$ cat config.mk
export PLATFORM = sky130hd
export DESIGN_NAME = simplex_iter_ctrl
export DESIGN_NICKNAME = d
export VERILOG_FILES = /design/src/rtl/simplex_iter_ctrl.sv
export SDC_FILE = /design/constraint.sdc
export NUM_CORES = 1
export LEC_CHECK = 0
export CORE_AREA = 2 2 86 88
export CTS_BUF_LIST = sky130_fd_sc_hd__clkbuf_8 sky130_fd_sc_hd__clkbuf_16
export CTS_CLUSTER_DIAMETER = 120
export CTS_CLUSTER_SIZE = 8
export DETAILED_ROUTE_END_ITERATION = 7
export DIE_AREA = 0 0 88 90
export PLACE_DENSITY = 0.82
export SLEW_MARGIN = 20
export SYNTH_ARGS = -nofsm -noshare
export SYNTH_HDL_FRONTEND = slang
export SYNTH_SLANG_ARGS = --single-unit
$ cat constraint.sdc
create_clock -name clk -period 2.2 [get_ports clk]
set_input_delay 0.44 -clock clk [delete_from_list [all_inputs] [get_ports clk]]
set_output_delay 0.44 -clock clk [all_outputs]
set_load 0.03 [all_outputs]
$ cat src/rtl/simplex_iter_ctrl.sv
`timescale 1ns/1ps
// simplex_iter_ctrl
// Top-level sequencer for the simplex solver datapath. A solve repeatedly
// runs column search -> ratio test -> pivot update until the solver is
// optimal, the problem is unbounded, or MAX_ITER pivots have completed.
//
// Engine handshake: each engine is launched by a one-cycle *_start pulse
// and answers with a level *_done (plus *_found / *_idx qualified by it).
// The controller only samples an engine's done/found/idx while sitting in
// that engine's WAIT state, so a done level left high from an earlier
// launch can never advance the sequence. All outputs come from flops.
module simplex_iter_ctrl #(
    parameter int COL_W    = 16,
    parameter int ROW_W    = 16,
    parameter int ITER_W   = 16,
    parameter int MAX_ITER = 1000
) (
    input  logic              clk,
    input  logic              aresetn,
    input  logic              start,
    output logic              col_start,
    input  logic              col_done,
    input  logic              col_found,
    input  logic [COL_W-1:0]  col_idx,
    output logic              row_start,
    input  logic              row_done,
    input  logic              row_found,
    input  logic [ROW_W-1:0]  row_idx,
    output logic              piv_start,
    input  logic              piv_done,
    output logic [COL_W-1:0]  pivot_col,
    output logic [ROW_W-1:0]  pivot_row,
    output logic              busy,
    output logic              done,
    output logic [1:0]        status,
    output logic [ITER_W-1:0] iter_count,
    output logic [3:0]        dbg_state
);

    typedef enum logic [3:0] {
        S_IDLE      = 4'd0,
        S_CHK       = 4'd1,
        S_COL_ISSUE = 4'd2,
        S_COL_WAIT  = 4'd3,
        S_ROW_ISSUE = 4'd4,
        S_ROW_WAIT  = 4'd5,
        S_PIV_ISSUE = 4'd6,
        S_PIV_WAIT  = 4'd7,
        S_DONE      = 4'd8
    } state_t;

    localparam logic [ITER_W-1:0] LP_MAX_ITER = ITER_W'(MAX_ITER);
    localparam logic [1:0] ST_NONE    = 2'd0;
    localparam logic [1:0] ST_OPTIMAL = 2'd1;
    localparam logic [1:0] ST_UNBOUND = 2'd2;
    localparam logic [1:0] ST_LIMIT   = 2'd3;

    state_t              r_state;
    state_t              w_next_state;
    logic [1:0]          r_status;
    logic [1:0]          w_next_status;
    logic [ITER_W-1:0]   r_iter;
    logic [ITER_W-1:0]   w_next_iter;
    logic [COL_W-1:0]    r_pivot_col;
    logic [COL_W-1:0]    w_next_pivot_col;
    logic [ROW_W-1:0]    r_pivot_row;
    logic [ROW_W-1:0]    w_next_pivot_row;
    logic                r_col_start;
    logic                r_row_start;
    logic                r_piv_start;
    logic                r_busy;
    logic                r_done;

    // Next-state and next-context decode; every target defaults to hold.
    always_comb begin
        w_next_state     = r_state;
        w_next_status    = r_status;
        w_next_iter      = r_iter;
        w_next_pivot_col = r_pivot_col;
        w_next_pivot_row = r_pivot_row;
        case (r_state)
            S_IDLE, S_DONE: begin
                if (start) begin
                    w_next_state     = S_CHK;
                    w_next_status    = ST_NONE;
                    w_next_iter      = '0;
                    w_next_pivot_col = '0;
                    w_next_pivot_row = '0;
                end
            end
            S_CHK: begin
                if (r_iter == LP_MAX_ITER) begin
                    w_next_status = ST_LIMIT;
                    w_next_state  = S_DONE;
                end else begin
                    w_next_state = S_COL_ISSUE;
                end
            end
            S_COL_ISSUE: w_next_state = S_COL_WAIT;
            S_COL_WAIT: begin
                if (col_done) begin
                    if (col_found) begin
                        w_next_pivot_col = col_idx;
                        w_next_state     = S_ROW_ISSUE;
                    end else begin
                        w_next_status = ST_OPTIMAL;
                        w_next_state  = S_DONE;
                    end
                end
            end
            S_ROW_ISSUE: w_next_state = S_ROW_WAIT;
            S_ROW_WAIT: begin
                if (row_done) begin
                    if (row_found) begin
                        w_next_pivot_row = row_idx;
                        w_next_state     = S_PIV_ISSUE;
                    end else begin
                        w_next_status = ST_UNBOUND;
                        w_next_state  = S_DONE;
                    end
                end
            end
            S_PIV_ISSUE: w_next_state = S_PIV_WAIT;
            S_PIV_WAIT: begin
                if (piv_done) begin
                    w_next_iter  = r_iter + ITER_W'(1);
                    w_next_state = S_CHK;
                end
            end
            default: w_next_state = S_IDLE;
        endcase
    end

    // State and solve context registers.
    always_ff @(posedge clk or negedge aresetn) begin
        if (!aresetn) begin
            r_state     <= S_IDLE;
            r_status    <= ST_NONE;
            r_iter      <= '0;
            r_pivot_col <= '0;
            r_pivot_row <= '0;
        end else begin
            r_state     <= w_next_state;
            r_status    <= w_next_status;
            r_iter      <= w_next_iter;
            r_pivot_col <= w_next_pivot_col;
            r_pivot_row <= w_next_pivot_row;
        end
    end

    // Moore flags registered from the next state so they line up with it.
    always_ff @(posedge clk or negedge aresetn) begin
        if (!aresetn) begin
            r_col_start <= 1'b0;
            r_row_start <= 1'b0;
            r_piv_start <= 1'b0;
            r_busy      <= 1'b0;
            r_done      <= 1'b0;
        end else begin
            r_col_start <= (w_next_state == S_COL_ISSUE);
            r_row_start <= (w_next_state == S_ROW_ISSUE);
            r_piv_start <= (w_next_state == S_PIV_ISSUE);
            r_busy      <= (w_next_state != S_IDLE) && (w_next_state != S_DONE);
            r_done      <= (w_next_state == S_DONE);
        end
    end

    assign col_start  = r_col_start;
    assign row_start  = r_row_start;
    assign piv_start  = r_piv_start;
    assign busy       = r_busy;
    assign done       = r_done;
    assign status     = r_status;
    assign iter_count = r_iter;
    assign pivot_col  = r_pivot_col;
    assign pivot_row  = r_pivot_row;
    assign dbg_state  = r_state;

endmodule

* Word-level counts from Yosys, hierarchy flattened *
Index checks and enable logic that the tools add are counted.

cells by class
  $add $sub $neg = 1
  equal/unequal tests = 23
  mux-type cells = 24
  reductions and logical operators = 12

operators with widths
  operator               count
  $mux 16                6
  $pmux 16 s2            3
  $pmux 4 s8             1
  $mux 4                 7
  $eq 4x3->1 const B     6
  $ne 2x2->1 const B     9
  $add 16x1->16 const B  1
  $eq 16x10->1 const B   1
  $eq 4x2->1 const B     3
  $mux 2                 6
  $eq 4x4->1 const B     2
  $pmux 2 s4             1
  $reduce_and 4->1       2
  $reduce_bool 4->1      2
  $reduce_and 7->1       1
  $reduce_bool 2->1      3
  $eq 4x1->1 const B     1
  $logic_not 4->1        1
  $ne 4x4->1 const B     1
  $reduce_and 3->1       1
  $reduce_or 2->1        1
  $logic_and 1x1->1      1

word-level totals
  register bits after elaboration = 59
  input bits = 40
  output and inout port bits = 59
  word-level logic and storage cells = 70

* Longest topological paths before layout *
Gate-level depths: netlist of run 1.

  depth in word-level cells = 5
  mapped depth = 7

* Worst setup path before layout of run 1 *
Ideal clock, no wire load.

  path type = register to register
  start point = register r_state[0] (netlist: dbg_state[0])
  end point = register r_status[1] (netlist: status[1])
  library setup time = 125 ps
  arrival time = 2181 ps
  data required time = 2075 ps
  setup slack = -106 ps
  cell stages (with the launch flop) = 7
  buffers on the path = 2
  cells stage by stage = dfrtp_1 buf_6 or4b_1 buf_2 a222oi_1 a21bo_2 mux2_4

between the ends
  word-level cells in the longest chain between the ends = 4
  elaborated cells between the ends (all ways) = 15
  those cells by class = 10 x eq/ne; 1 x mux; 4 x reduce/logical

ends and longest elaborated chain
  item                                                              RTL line  RTL
  from (decl)                                                       58        state_t r_state;
  from (signal assigned)                                            143       r_state <= w_next_state;
  $eq 4x4->1 / $logic_not 4->1 (equally long branches)              81        case (r_state)
  $reduce_or 2->1                                                   81
  $reduce_bool 4->1 (no line) / $ne 2x2->1 (equally long branches)  --
  $reduce_and 7->1 (no line)                                        --
  to (signal assigned)                                              144       r_status <= w_next_status;
  to (decl)                                                         60        logic [1:0] r_status;

Several ways; a longest one is shown, not always the timed one.
A chain may end at the register's enable or synchronous reset.

* Final worst setup path of run 1 *
  start point = input row_found
  end point = register r_status[1] (netlist: status[1])

between the ends
  word-level cells in the longest chain between the ends = 2

ends and longest elaborated chain
  item                        RTL line  RTL
  from (decl)                 27        input logic row_found,
  $ne 2x2->1 (no line)        --
  $reduce_and 7->1 (no line)  --

No other way between the ends.

==> impl_metrics.tcl, run 1 <==
set metrics [dict create \
    status "complete, no violations" \
    critPathBufInv 1 \
    worstReg2RegStart "dbg_state[1]" \
    drt_wl_total_um 7410 \
    arrival_ns 2.37 \
    syn-num-nets 349 \
    grt_max_degree 33 \
    synth_cell_types 45 \
    pwr-share-clk_pct 18.5 \
    final_cell_mix "clkdlybuf4s50_1, nand2_1, dfrtp_1, o21ai_0, buf_4" \
    timing.setup.tns_ns 0 \
    drt_first_pass_iters 4 \
    reg2reg_depth 4 \
    sw_frac_of_total_pct 40.91 \
    rows 31 \
    irDropWorstVdd_uv 598.6 \
    final_common_cell "clkdlybuf4s50_1" \
    period_needed_ns 2.156 \
    die_area_mm2 0.007920 \
    hold_slack_ns 0.1811 \
    power_density_mw_per_mm2 1127 \
    stdcell_count 522 \
    cp_max_fo 4 \
    syn-instance-count 307 \
    grt_remaining_overflow 0 \
    switching_power_w 0.001955 \
    clockBufferDepth 2 \
    dp.cells 506 \
    cp-start-kind "input pin" \
    yosys_register_bits 59 \
    seq_area_frac_synth_pct 52.47 \
    critPathMaxStageDelay_ns 0.49 \
    internal_power_w 0.002824 \
    start_util_pct 40.08 \
    endpoint_kind "flop" \
    relSlewSlack_pct 50.19 \
    root_buffer "clkbuf_8" \
    avgSynthCellArea_um2 9.166 \
    n_antenna_cell 0 \
    via_count 2679 \
    htreeDepth 3 \
    syn_area_mm2 0.002814 \
    worstPathCellList "clkdlybuf4s50_1 > or3b_2 > a222oi_1 > a21bo_2 > mux2_4" \
    synthFlopType "dfrtp_1" \
    cts_buffers 9 \
    crit_path_top_delay_cell "or3b_2" \
    fin_worst_skew_ns 0.009706 \
    grt_pass1_vias 2596 \
    nFillCells 620 \
    comb_power_share_pct 49.4 \
    min_path_type "in2async" \
    synth_edf_count 0 \
    pwr-share-seq_pct 32.1 \
    vias_per_cell 5.132 \
    rsz0062_at_grt "no" \
    cts_tree "done" \
    synthArstFlopShare_pct 100.0 \
    crit_path_start "row_found" \
    die_h_um 90 \
    leakage_nw 1.737 \
    drv_slew 0 \
    min_period_over_period_pct 97.99 \
    final_cell_area_mm2 0.004239 \
    r2r_slack_ns 0.08 \
    holdBufCountCts 0 \
    tightest_slew_ns 0.7472 \
    ant_nets 0 \
    clock_latency_ns 0.33 \
    crit_family "compound AO/OA/AOI/OAI gates" \
    port_buffers 98 \
    p_total_w 0.004780 \
    area_growth_pct 50.64 \
    fin_nets 460 \
    post_dp_cell_area_mm2 0.004056 \
    yosysWarnings 0 \
    io_pins 99 \
    gp_congestion 0.8108 \
    multiInputGateArea_mm2 0.001257 \
    first_iter_violations 97 \
    r2r-end "status[1]" \
    finalHoldViolCount 0 \
    wl_per_cell_um 14.20 \
    drv_cap 0 \
    setup_viol 0 \
    drive_above_1_share_pct 12.29 \
    clk_pin_slew_ns 0.07 \
    worstPathRequired_ns 2.41 \
    seq_area_mm2 0.001479 \
    grt_pass1_wl_um 12210 \
    critPathKind "in2reg" \
    dpl.hpwl_um 5350 \
    drc_errors 0 \
    dieWidth_um 88 \
    grt_usage_pct 19.42 \
    numClockSinks 59 \
    antenna_found_initial 0 \
    coreArea_mm2 0.007020 \
    fmax_mhz 463.9 \
]
## worst max path at each step
| stage | endpoint | slack [ns] | depth (start not counted) |
|---|---|---|---|
| finish | status[1] | 0.04 | 5 |
| global route | status[1] | 0.01 | 5 |
| CTS | iter_count[11] | 0.05 | 7 |
| detailed placement | iter_count[11] | -0.29 | 7 |
| global placement | status[1] | -0.22 | 5 |
| floorplan | status[1] | -0.03 | 6 |
## power by group through the flow
stage / sequential (W) / combinational (W) / clock, W
after CTS: 0.00153 / 0.00238 / 0.000905
after global routing: 0.00157 / 0.00255 / 0.000960
after global placement: 0.00154 / 0.00231 / 0
after detailed placement: 0.00155 / 0.00237 / 0
final: 0.00153 / 0.00236 / 0.000884
after floorplan: 0.00203 / 0.000849 / 0
## cell usage after synthesis, drive strengths merged (5+ instances only)
master,n,share of area [%]
nand2,76,10
dfrtp,59,52
o21ai,40,7.1
clkbuf,16,2.1
a21oi,12,2.1
inv,9,1.2
nand3,8,1.4
or4,7,1.9
o31ai,6,1.6
or3,6,1.3
nand2b,5,1.1
nand4,5,1.1
## final cells by class
cell class	count	share of cell area, %
Tap cell	99	2.922
Timing Repair Buffer	120	27.51
Sequential cell	59	34.89
Multi-Input combinational cell	219	29.66
Clock buffer	11	3.571
Inverter	9	0.7969
Clock inverter	5	0.6493
## metrics by stage
step / setup WS (ns) / utilization (%)
6_report: 0.04420 / 60.38
2_1_floorplan: -0.03329 / -
5_1_grt: 0.01293 / 60.38
3_3_place_gp: -0.2196 / 57.78
4_1_cts: 0.04969 / 60.33
3_5_place_dp: -0.2920 / 57.78
## kinds of logic (layout without fill, tap and decap cells)
family          after synthesis  after routing  share of synthesized area [%]
buf+inv                      29            145                          4.268
fa+ha+maj                     2              2                         0.8891
compound gates               69             69                          14.10
flops                        59             59                          52.47
xor+xnor                      2              2                         0.6226
mux                           4              4                          1.645
simple gates                142            142                          26.01
## sequential cells by signal, indices dropped and copies added, names as in the netlist
name	cells
busy	1
col_start	1
dbg_state	4
done	1
iter_count	16
piv_start	1
pivot_col	16
pivot_row	16
row_start	1
status	2
## metal layers
layer | vias up | global-route usage [%] | routed length [um]
li1 | 1299 | - | -
met1 | 1287 | 26.28 | 3226
met2 | 87 | 30.62 | 3724
met3 | 6 | 5.326 | 400
met4 | 0 | 5.128 | 60
met5 | - | 0 | 0
## timing repair
| item | CTS | global route |
|---|---|---|
| gates resized for setup | 0 | 1 |
| endpoints found under the setup margin | 0 | 6 |
| buffers inserted | 0 | 0 |
## worst reg2reg max path: cells and delay by family, from the launching register on
kind / cells / cell delay [ns]
flip-flops: 1 / 0.48
AND/OR/NAND/NOR: 1 / 0.59
AO/OA/AOI/OAI: 2 / 0.66
multiplexers: 1 / 0.29
(Power assumes the default switching activity.)
==> inputs of run 2 (changes only) <==
CAP_MARGIN = 15   (was unset)
CORE_AREA = 5 5 89 91   (was 2 2 86 88)
DIE_AREA = 0 0 94 96   (was 0 0 88 90)
==> impl_metrics.tcl, run 2 (same netlist as run 1, synthesis figures left out) <==
set metrics [dict create \
    status "complete, no violations" \
    grt_pass1_vias 2598 \
    hold_slack_ns 0.1552 \
    dpl.hpwl_um 5651 \
    switching_power_w 0.001950 \
    worstPathRequired_ns 2.42 \
    coreArea_mm2 0.007059 \
    endpoint_kind "flop" \
    reg2reg_depth 4 \
    fmax_mhz 466.5 \
    pwr-share-clk_pct 21.1 \
    tightest_slew_ns 0.7366 \
    grt_pass1_wl_um 12340 \
    cp_max_fo 4 \
    htreeDepth 3 \
    relSlewSlack_pct 50.89 \
    critPathBufInv 1 \
    drv_cap 0 \
    arrival_ns 2.36 \
    drc_errors 0 \
    critPathKind "in2reg" \
    critPathMaxStageDelay_ns 0.48 \
    comb_power_share_pct 47.5 \
    drt_first_pass_iters 4 \
    vias_per_cell 5.083 \
    drv_slew 0 \
    grt_usage_pct 17.39 \
    dieWidth_um 94 \
    grt_max_degree 33 \
    via_count 2643 \
    fin_nets 458 \
    setup_viol 0 \
    leakage_nw 1.762 \
    worstPathCellList "clkdlybuf4s50_1 > or3b_2 > a222oi_1 > a21bo_2 > mux2_4" \
    n_antenna_cell 0 \
    die_area_mm2 0.009024 \
    clock_latency_ns 0.33 \
    cts_buffers 9 \
    rows 31 \
    clockBufferDepth 2 \
    drive_above_1_share_pct 12.11 \
    rsz0062_at_grt "no" \
    final_common_cell "clkdlybuf4s50_1" \
    first_iter_violations 101 \
    period_needed_ns 2.144 \
    power_density_mw_per_mm2 1151 \
    ant_nets 0 \
    holdBufCountCts 0 \
    start_util_pct 39.86 \
    fin_worst_skew_ns 0.009729 \
    cp-start-kind "input pin" \
    min_path_type "in2async" \
    clk_pin_slew_ns 0.07 \
    cts_tree "done" \
    root_buffer "clkbuf_8" \
    gp_congestion 0.8069 \
    pwr-share-seq_pct 31.4 \
    crit_family "compound AO/OA/AOI/OAI gates" \
    grt_remaining_overflow 0 \
    drt_wl_total_um 7600 \
    min_period_over_period_pct 97.45 \
    die_h_um 96 \
    r2r_slack_ns 0.10 \
    stdcell_count 520 \
    io_pins 99 \
    final_cell_area_mm2 0.004254 \
    final_cell_mix "clkdlybuf4s50_1, nand2_1, dfrtp_1, o21ai_0, buf_4" \
    p_total_w 0.004896 \
    r2r-end "status[1]" \
    numClockSinks 59 \
    area_growth_pct 51.18 \
    sw_frac_of_total_pct 39.83 \
    port_buffers 98 \
    finalHoldViolCount 0 \
    antenna_found_initial 0 \
    wl_per_cell_um 14.62 \
    crit_path_top_delay_cell "or3b_2" \
    crit_path_start "row_found" \
    internal_power_w 0.002946 \
    worstReg2RegStart "dbg_state[1]" \
    post_dp_cell_area_mm2 0.004013 \
    irDropWorstVdd_uv 801.3 \
    dp.cells 503 \
]
-- run 2: timing repair --
item                                    in CTS  in global routing
gates resized for setup                      2                  3
endpoints found under the setup margin      19                  2
setup buffers                                0                  1
pin swaps                                    0                  1
-- run 2: worst max-delay path by stage --
stage                    to  slack (ns)  cells after the start
2_1_floorplan     status[1]       -0.03                      6
3_5_place_dp   pivot_col[0]       -0.46                      5
6_report          status[1]        0.06                      5
4_1_cts           status[1]        0.04                      5
3_3_place_gp   pivot_col[4]       -0.28                      5
5_1_grt                busy        0.01                      6
-- run 2: worst reg2reg max path, cell delays in order (launching register included) --
cell and delay (ns):
dfrtp_1 0.47, or4b_4 0.56, a222oi_1 0.38, a21bo_2 0.29, mux2_4 0.29
-- run 2: per-stage QoR --
| stage | util [%] | setup slack, ns | setup TNS (ns) |
|---|---|---|---|
| 2_1_floorplan | - | -0.03329 | -0.03329 |
| 3_3_place_gp | 56.84 | -0.2814 | -6.394 |
| 3_5_place_dp | 56.84 | -0.4620 | -10.30 |
| 4_1_cts | 60.03 | 0.03629 | 0 |
| 5_1_grt | 60.26 | 0.01429 | 0 |
| 6_report | 60.26 | 0.05615 | 0 |
-- run 2: layout make-up --
cell class                 count  area [um^2]
clock buffer                  12        165.2
clock inverter                 4        47.55
fill                         611         2805
inverter                       9        33.78
multi-input combinational    219         1261
sequential                    59         1479
tap                           99        123.9
timing repair buffer         118         1144
-- run 2: layer usage --
layer,track usage (%),part of all wire [%]
met3,4.848,6.5
met2,28.44,50
met4,6.859,0.72
met1,21.88,43
met5,0,0
-- run 2: power by group through the flow --
stage | registers, W | logic (W) | clock network (W)
6_report | 0.00154 | 0.00233 | 0.00103
5_1_grt | 0.00158 | 0.00251 | 0.00112
4_1_cts | 0.00154 | 0.00233 | 0.00106
3_5_place_dp | 0.00155 | 0.00231 | 0
3_3_place_gp | 0.00155 | 0.00225 | 0
2_1_floorplan | 0.00203 | 0.000849 | 0
